[src/rtl/branch_control_unit.sv]
// rtl/branch_control_unit.sv - hardwired fetch/branch/nop/halt control sequencer for the datapath
module branch_control_unit #(
    parameter logic [4:0] OP_BR     = 5'b10011,
    parameter logic [4:0] OP_NOP    = 5'b11010,
    parameter logic [4:0] OP_HALT   = 5'b11011,
    parameter logic [4:0] ALU_ADD   = 5'd1,
    parameter logic [4:0] ALU_INCPC = 5'd14
) (
    input  logic        clk,
    input  logic        clr,
    input  logic        run,
    input  logic [31:0] ir,
    input  logic        con,
    output logic [31:0] enable,
    output logic [31:0] busSelect,
    output logic [4:0]  Control_Signals,
    output logic        Gra,
    output logic        Grb,
    output logic        Grc,
    output logic        Rin,
    output logic        Rout,
    output logic        BAout,
    output logic        MD_Read,
    output logic        ReadRAM,
    output logic        WriteRAM,
    output logic [3:0]  state,
    output logic        halted,
    output logic        illegal,
    output logic [15:0] br_taken_cnt
);

    typedef enum logic [3:0] {
        S_IDLE = 4'd0,
        S_T0   = 4'd1,
        S_T1   = 4'd2,
        S_T2   = 4'd3,
        S_T3   = 4'd4,
        S_T4   = 4'd5,
        S_T5   = 4'd6,
        S_T6   = 4'd7,
        S_HALT = 4'd8,
        S_DEC  = 4'd9
    } state_t;

    state_t     state_q, state_d;
    logic       illegal_d;
    logic [4:0] opcode;
    logic       unused_ir;

    assign opcode    = ir[31:27];
    assign unused_ir = ^ir[26:0];

    always_ff @(posedge clk) begin
        if (clr) begin
            state_q      <= S_IDLE;
            illegal      <= 1'b0;
            br_taken_cnt <= 16'h0000;
        end else begin
            state_q <= state_d;
            illegal <= illegal_d;
            if (state_q == S_T6 && con && br_taken_cnt != 16'hFFFF)
                br_taken_cnt <= br_taken_cnt + 16'd1;
        end
    end

    // IR is only stable one cycle after its T2 load, so the opcode is decoded in DEC.
    always_comb begin
        state_d   = S_IDLE;
        illegal_d = 1'b0;
        case (state_q)
            S_IDLE: state_d = run ? S_T0 : S_IDLE;
            S_T0:   state_d = S_T1;
            S_T1:   state_d = S_T2;
            S_T2:   state_d = S_DEC;
            S_DEC: begin
                if (opcode == OP_BR)        state_d = S_T3;
                else if (opcode == OP_NOP)  state_d = S_IDLE;
                else if (opcode == OP_HALT) state_d = S_HALT;
                else begin
                    state_d   = S_IDLE;
                    illegal_d = 1'b1;
                end
            end
            S_T3:   state_d = S_T4;
            S_T4:   state_d = S_T5;
            S_T5:   state_d = S_T6;
            S_T6:   state_d = S_IDLE;
            S_HALT: state_d = S_HALT;
            default: state_d = S_IDLE;
        endcase
    end

    always_comb begin
        enable          = 32'h0;
        busSelect       = 32'h0;
        Control_Signals = 5'd0;
        Gra             = 1'b0;
        Rout            = 1'b0;
        MD_Read         = 1'b0;
        ReadRAM         = 1'b0;
        halted          = 1'b0;
        case (state_q)
            S_T0: begin
                busSelect[20]   = 1'b1;
                enable[25]      = 1'b1;
                enable[18]      = 1'b1;
                Control_Signals = ALU_INCPC;
            end
            S_T1: begin
                busSelect[19] = 1'b1;
                enable[20]    = 1'b1;
                enable[21]    = 1'b1;
                MD_Read       = 1'b1;
                ReadRAM       = 1'b1;
            end
            S_T2: begin
                busSelect[21] = 1'b1;
                enable[24]    = 1'b1;
            end
            S_T3: begin
                Gra          = 1'b1;
                Rout         = 1'b1;
                busSelect[0] = 1'b1;
                enable[27]   = 1'b1;
            end
            S_T4: begin
                busSelect[20] = 1'b1;
                enable[19]    = 1'b1;
            end
            S_T5: begin
                busSelect[23]   = 1'b1;
                Control_Signals = ALU_ADD;
                enable[18]      = 1'b1;
            end
            S_T6: begin
                busSelect[19] = 1'b1;
                enable[20]    = con;
            end
            S_HALT: halted = 1'b1;
            default: ;
        endcase
    end

    assign Grb      = 1'b0;
    assign Grc      = 1'b0;
    assign Rin      = 1'b0;
    assign BAout    = 1'b0;
    assign WriteRAM = 1'b0;
    assign state    = state_q;

endmodule

[config.mk]
export PLATFORM = sky130hd
export DESIGN_NAME = branch_control_unit
export DESIGN_NICKNAME = d
export VERILOG_FILES = /design/src/rtl/branch_control_unit.sv
export SDC_FILE = /design/constraint.sdc
export NUM_CORES = 1
export LEC_CHECK = 0
export ABC_CLOCK_PERIOD_IN_PS = 1900
export CAP_MARGIN = 20
export CORE_MARGIN = 1
export CORE_UTILIZATION = 30
export DETAILED_ROUTE_END_ITERATION = 6
export PLACE_DENSITY = 0.73
export SLEW_MARGIN = 20
export SYNTH_ARGS = -nofsm -noshare
export SYNTH_HDL_FRONTEND = slang
export SYNTH_SLANG_ARGS = --single-unit
[constraint.sdc]
create_clock -name clk -period 1.9 [get_ports clk]
set_clock_uncertainty 0.05 [all_clocks]
set_input_delay 0.38 -clock clk [delete_from_list [all_inputs] [get_ports clk]]
set_output_delay 0.38 -clock clk [all_outputs]
set_load 0.02 [all_outputs]
==> results of run 1 <==
## state kept, by name, summed over array words and instances (netlist names)
| signal | count |
|---|---|
| br_taken_cnt | 16 |
| state | 4 |
| illegal | 1 |
## critical path, cell delays in order
cell             delay [ns]
clkdlybuf4s50_1        0.48
and3_4                 0.20
buf_4                  0.13
nand4_4                0.14
or4_1                  0.53
a21oi_1                0.15
## cell type report
class / instances / area (sq um)
Timing Repair Buffer: 80 / 683
Fill cell: 607 / 3290
Clock buffer: 3 / 41.3
Inverter: 5 / 18.8
Clock inverter: 1 / 5.00
Tap cell: 72 / 90.1
Sequential cell: 21 / 428
Multi-Input combinational cell: 175 / 1050
## cell families after synthesis
kind of cell    Yosys count  share of synthesized area (%)
buf+inv                  80                           33.2
simple gates             75                           26.3
compound gates           37                           13.5
flops                    21                           23.7
mux                       3                           1.90
fa+ha+maj                 1                          0.705
other cells               1                          0.211
xor+xnor                  1                          0.494
## placed cells by master (no fill, tap or decap), types with 4 or more instances in the layout
master           Yosys  final
dfxtp_1             21     17
buf_4               68     30
dlygate4sd2_1        0     14
clkdlybuf4s50_1      0     28
nand3_1              6      6
or4_1                4      4
o31ai_1              5      5
conb_1               1     58
nor4_2               1      4
nand4_1              6      6
a21oi_1             15     14
o21ai_0              5      5
nor2_1              11     11
nand2_1              6      6
inv_1                5      5
nor3_1              10      4
nor3_2               0      5
or3_1                4      4
## stage by stage
stage / util (%) / worst slack [ns]
global route: 41.4 / -0.0307
detailed placement: 39.7 / -0.318
floorplan: - / -0.0584
global placement: 39.7 / -0.306
CTS: 40.3 / -0.0838
finish: 41.4 / 0.0348
## timing repair
item / 4_1_cts / 5_1_grt
setup buffers: 0 / 4
pin swaps: 0 / 2
gates resized for setup: 30 / 23
endpoints found under the setup margin: 22 / 27
## power groups by stage
| stage | combinational [W] | clock, W | sequential, W |
|---|---|---|---|
| finish | 0.000295 | 0.000303 | 0.000455 |
| global route | 0.000316 | 0.000335 | 0.000456 |
| CTS | 0.000293 | 0.000314 | 0.000453 |
| detailed placement | 0.000310 | 0 | 0.000462 |
| global placement | 0.000306 | 0 | 0.000462 |
| floorplan | 0.000299 | 0 | 0.000465 |
## path summary, 6_finish.rpt
| path | from | endpoint | slack (ns) |
|---|---|---|---|
| worst max-delay path | con | br_taken_cnt[9] | 0.03 |
| worst min-delay path | br_taken_cnt[14] | br_taken_cnt[14] | 0.45 |
| worst max register to register | br_taken_cnt[1] | br_taken_cnt[3] | 0.06 |
| worst min register to register | br_taken_cnt[14] | br_taken_cnt[14] | 0.45 |
## layer usage
metal	share of wire, %	wire [um]
met1	41	1660
met2	50	2040
met3	8.2	331
met4	0.67	27
met5	0	0
==> results.sh, run 1 <==
export IMPL_status="completed"
export IMPL_yosysWarningCount=0
export IMPL_rsz0062_at_grt="true"
export IMPL_pwr_share_comb_pct=28.0
export IMPL_core_area_sq_um=5610
export IMPL_ys_top_cells_by_area="buf_4 29%, dfxtp_1 24%, a21oi_1 4.2%"
export IMPL_track_usage_pct=12.6
export IMPL_grt_overflow_total=0
export IMPL_seq_power_share_pct=43.2
export IMPL_fp_dieW_um=78.9
export IMPL_htree_levels=1
export IMPL_worstPathRequired_ns=2.05
export IMPL_setup_viol=0
export IMPL_grt_pass1_vias=1413
export IMPL_pin_count=136
export IMPL_switchingPower_w=0.000365
export IMPL_path_max_fanout=5
export IMPL_end_kind="flip-flop"
export IMPL_antenna_found_initial=0
export IMPL_grt_max_degree=13
export IMPL_min_period_ns=1.87
export IMPL_dpl_hpwl_um=3180
export IMPL_synth_top_area_cell="buf_4"
export IMPL_met1_usage_pct=14.6
export IMPL_core_rowCount=27
export IMPL_p_int_w=0.000687
export IMPL_syn_cell_area_sq_um=1770
export IMPL_post_drt_wl_per_cell_um=11.3
export IMPL_timing_hold_ws_ns=0.454
export IMPL_synth_edf_count=0
export IMPL_use_met2_pct=22.8
export IMPL_crit_path_start_kind="primary input"
export IMPL_fin_crit_sh_pct=98.2
export IMPL_syn_area_per_cell_sq_um=8.10
export IMPL_place_gp_congestion=0.828
export IMPL_busiest_layer="met2"
export IMPL_clk_latency_ns=0.27
export IMPL_ctsHoldBuffers=0
export IMPL_grt_pass1_wl_um=6370
export IMPL_synth_top_flop_cell="dfxtp_1"
export IMPL_routed_via_count=1623
export IMPL_cts_root_buf="clkbuf_8"
export IMPL_final_area_sq_um=2320
export IMPL_min_path_type="flip-flop to flip-flop"
export IMPL_ys_ff_latch=21
export IMPL_clk_pin_slew_ns=0.08
export IMPL_p_leak_nw=1.05
export IMPL_drc=0
export IMPL_viasPerCell=4.55
export IMPL_ir_drop_mv=0.274
export IMPL_clockBufferDepth=2
export IMPL_worstHoldPathCells=2
export IMPL_cts_tree="yes"
export IMPL_instances_no_fill=357
export IMPL_start_util_pct=31.6
export IMPL_synth_cell_type_count=51
export IMPL_fin_total_pwr_w=0.00105
export IMPL_drive_gt1_share_pct=23.2
export IMPL_synthesis_instances=219
export IMPL_finalHoldViolations=0
export IMPL_grt_util_met3_pct=3.45
export IMPL_synth_top_area_share_pct=28.8
export IMPL_yosysSeqAreaShare_pct=23.7
export IMPL_synth_top_cells_by_count="68 x buf_4, 21 x dfxtp_1, 15 x a21oi_1"
export IMPL_cts_buffers=3
export IMPL_place_inst=349
export IMPL_dr_pass1_iters=4
export IMPL_fin_nets=323
export IMPL_swShare_pct=34.7
export IMPL_maxCapViolCount=0
export IMPL_critical_path_arrival_ns=2.01
export IMPL_final_setup_tns_ns=0
export IMPL_powerDensity_nw_per_um2=453
export IMPL_fmax_ghz=0.536
export IMPL_cts_sinks=21
export IMPL_crit_type="primary input to flip-flop"
export IMPL_die_h_um=78.9
export IMPL_syn_to_final_growth_pct=30.8
export IMPL_initialDrtViolationCount=82
export IMPL_reg2regPathDepth=7
export IMPL_finalMaxSlewViolations=0
export IMPL_portBuffers=50
export IMPL_drtAntennaViolNets=0
export IMPL_dieArea_sq_um=6230
export IMPL_clkPwrFrac_pct=28.8
export IMPL_routed_wl_um=4050
export IMPL_ys_async_sr_fraction_pct=0
export IMPL_diodes=0
export IMPL_placed_cell_area_sq_um=2230
export IMPL_synth_most_common_cell="buf_4"
No activity file was read; power rests on OpenSTA's default activity.
==> run 2, diff against run 1 <==
--- a/config.mk
+++ b/config.mk
@@ -6,11 +6,11 @@
 export NUM_CORES = 1
 export LEC_CHECK = 0
 export ABC_CLOCK_PERIOD_IN_PS = 1900
-export CAP_MARGIN = 20
 export CORE_MARGIN = 1
 export CORE_UTILIZATION = 30
 export DETAILED_ROUTE_END_ITERATION = 6
 export PLACE_DENSITY = 0.73
+export RECOVER_POWER = 25
 export SLEW_MARGIN = 20
 export SYNTH_ARGS = -nofsm -noshare
 export SYNTH_HDL_FRONTEND = slang
==> results.sh, run 2 (same netlist as run 1, synthesis figures left out) <==
export IMPL_htree_levels=1
export IMPL_crit_path_start_kind="primary input"
export IMPL_routed_wl_um=4050
export IMPL_reg2regPathDepth=7
export IMPL_p_int_w=0.000686
export IMPL_cts_root_buf="clkbuf_8"
export IMPL_seq_power_share_pct=43.3
export IMPL_portBuffers=50
export IMPL_cp_depth=6
export IMPL_layout_common_cells="58 x conb_1, 29 x buf_4, 27 x clkdlybuf4s50_1, 17 x dfxtp_1"
export IMPL_powerDensity_nw_per_um2=454
export IMPL_cts_tree="yes"
export IMPL_clockBufferDepth=2
export IMPL_start_util_pct=31.6
export IMPL_fin_nets=323
export IMPL_drc=0
export IMPL_p_leak_nw=1.05
export IMPL_min_path_type="flip-flop to flip-flop"
export IMPL_final_area_sq_um=2320
export IMPL_min_period_ns=1.87
export IMPL_fin_crit_sh_pct=98.2
export IMPL_initialDrtViolationCount=85
export IMPL_drtAntennaViolNets=0
export IMPL_crit_type="primary input to flip-flop"
export IMPL_diodes=0
export IMPL_finalHoldViolations=0
export IMPL_max_stage_delay_ns=0.53
export IMPL_dr_pass1_iters=4
export IMPL_path_max_fanout=5
export IMPL_largest_reg_flops=16
export IMPL_routed_via_count=1625
export IMPL_rsz0062_at_grt="true"
export IMPL_grt_pass1_wl_um=6370
export IMPL_regMostFlops="br_taken_cnt"
export IMPL_fmax_ghz=0.536
export IMPL_instances_no_fill=357
export IMPL_place_gp_congestion=0.828
export IMPL_clk_latency_ns=0.27
export IMPL_die_h_um=78.9
export IMPL_use_met2_pct=22.8
export IMPL_timing_hold_ws_ns=0.454
export IMPL_dieArea_sq_um=6230
export IMPL_drive_gt1_share_pct=22.8
export IMPL_cp_slowest_cell="or4_1"
export IMPL_busiest_layer="met2"
export IMPL_swShare_pct=34.7
export IMPL_antenna_found_initial=0
export IMPL_ir_drop_mv=0.274
export IMPL_final_common_cell="conb_1"
export IMPL_switchingPower_w=0.000365
export IMPL_dpl_hpwl_um=3180
export IMPL_worstPathRequired_ns=2.05
export IMPL_crit_chain="clkdlybuf4s50_1 > and3_4 > buf_4 > nand4_4 > or4_1 > a21oi_1"
export IMPL_place_inst=349
export IMPL_viasPerCell=4.55
export IMPL_grt_util_met3_pct=3.45
export IMPL_clk_pin_slew_ns=0.08
export IMPL_met1_usage_pct=14.6
export IMPL_crit_family="simple AND/OR/NAND/NOR gates"
export IMPL_clkPwrFrac_pct=28.8
export IMPL_core_area_sq_um=5610
export IMPL_placed_cell_area_sq_um=2230
export IMPL_status="completed"
export IMPL_final_setup_tns_ns=0
export IMPL_grt_overflow_total=0
export IMPL_pin_count=136
export IMPL_syn_to_final_growth_pct=30.6
export IMPL_track_usage_pct=12.6
export IMPL_finalMaxSlewViolations=0
export IMPL_grt_pass1_vias=1413
export IMPL_maxCapViolCount=0
export IMPL_worstHoldPathCells=2
export IMPL_core_rowCount=27
export IMPL_cts_sinks=21
export IMPL_path_buf_inv=2
export IMPL_setup_viol=0
export IMPL_grt_max_degree=13
export IMPL_pwr_share_comb_pct=27.9
export IMPL_cts_buffers=3
export IMPL_critical_path_arrival_ns=2.02
export IMPL_post_drt_wl_per_cell_um=11.4
export IMPL_end_kind="flip-flop"
export IMPL_fp_dieW_um=78.9
## run 2: final timing paths
check	from	endpoint	slack, ns
setup / recovery	con	br_taken_cnt[9]	0.03
hold / removal	br_taken_cnt[14]	br_taken_cnt[14]	0.45
hold reg to reg	br_taken_cnt[14]	br_taken_cnt[14]	0.45
setup reg to reg	br_taken_cnt[1]	br_taken_cnt[3]	0.06
## run 2: layer usage
layer  up-vias  share of wire, %
li1        791                 -
met1       753                41
met2        78                50
met3         3               8.2
met4         0              0.67
met5         -                 0
## run 2: cell type report
| class | instances | area (sq um) |
|---|---|---|
| clock inverter | 1 | 5.00 |
| timing repair buffer | 80 | 679 |
| clock buffer | 3 | 41.3 |
| sequential | 21 | 428 |
| inverter | 5 | 18.8 |
| tap | 72 | 90.1 |
| fill | 607 | 3290 |
| multi-input combinational | 175 | 1050 |
## run 2: tightest hold or removal path, delay by kind of cell (launching register included)
kind           cells  cell delay [ns]
AO/OA/AOI/OAI      2             0.13
flip-flops         1             0.34
## run 2: power groups by stage
stage / sequential [W] / combinational [W] / clock (W)
floorplan: 0.000465 / 0.000299 / 0
global placement: 0.000462 / 0.000306 / 0
detailed placement: 0.000462 / 0.000310 / 0
CTS: 0.000453 / 0.000293 / 0.000314
global route: 0.000456 / 0.000315 / 0.000335
finish: 0.000455 / 0.000294 / 0.000303
## run 2: through the flow
step	setup slack, ns	total power (W)	util [%]
floorplan	-0.0584	0.000764	-
global placement	-0.306	0.000768	39.7
detailed placement	-0.318	0.000772	39.7
CTS	-0.0838	0.00106	40.3
global route	-0.0307	0.00111	41.3
finish	0.0336	0.00105	41.3
## run 2: what timing repair did
item	CTS	global route
setup endpoints to repair	22	27
setup buffers	0	4
hold endpoints to repair	0	0
pin swaps	0	2
hold buffers	0	0
resized for setup	30	23
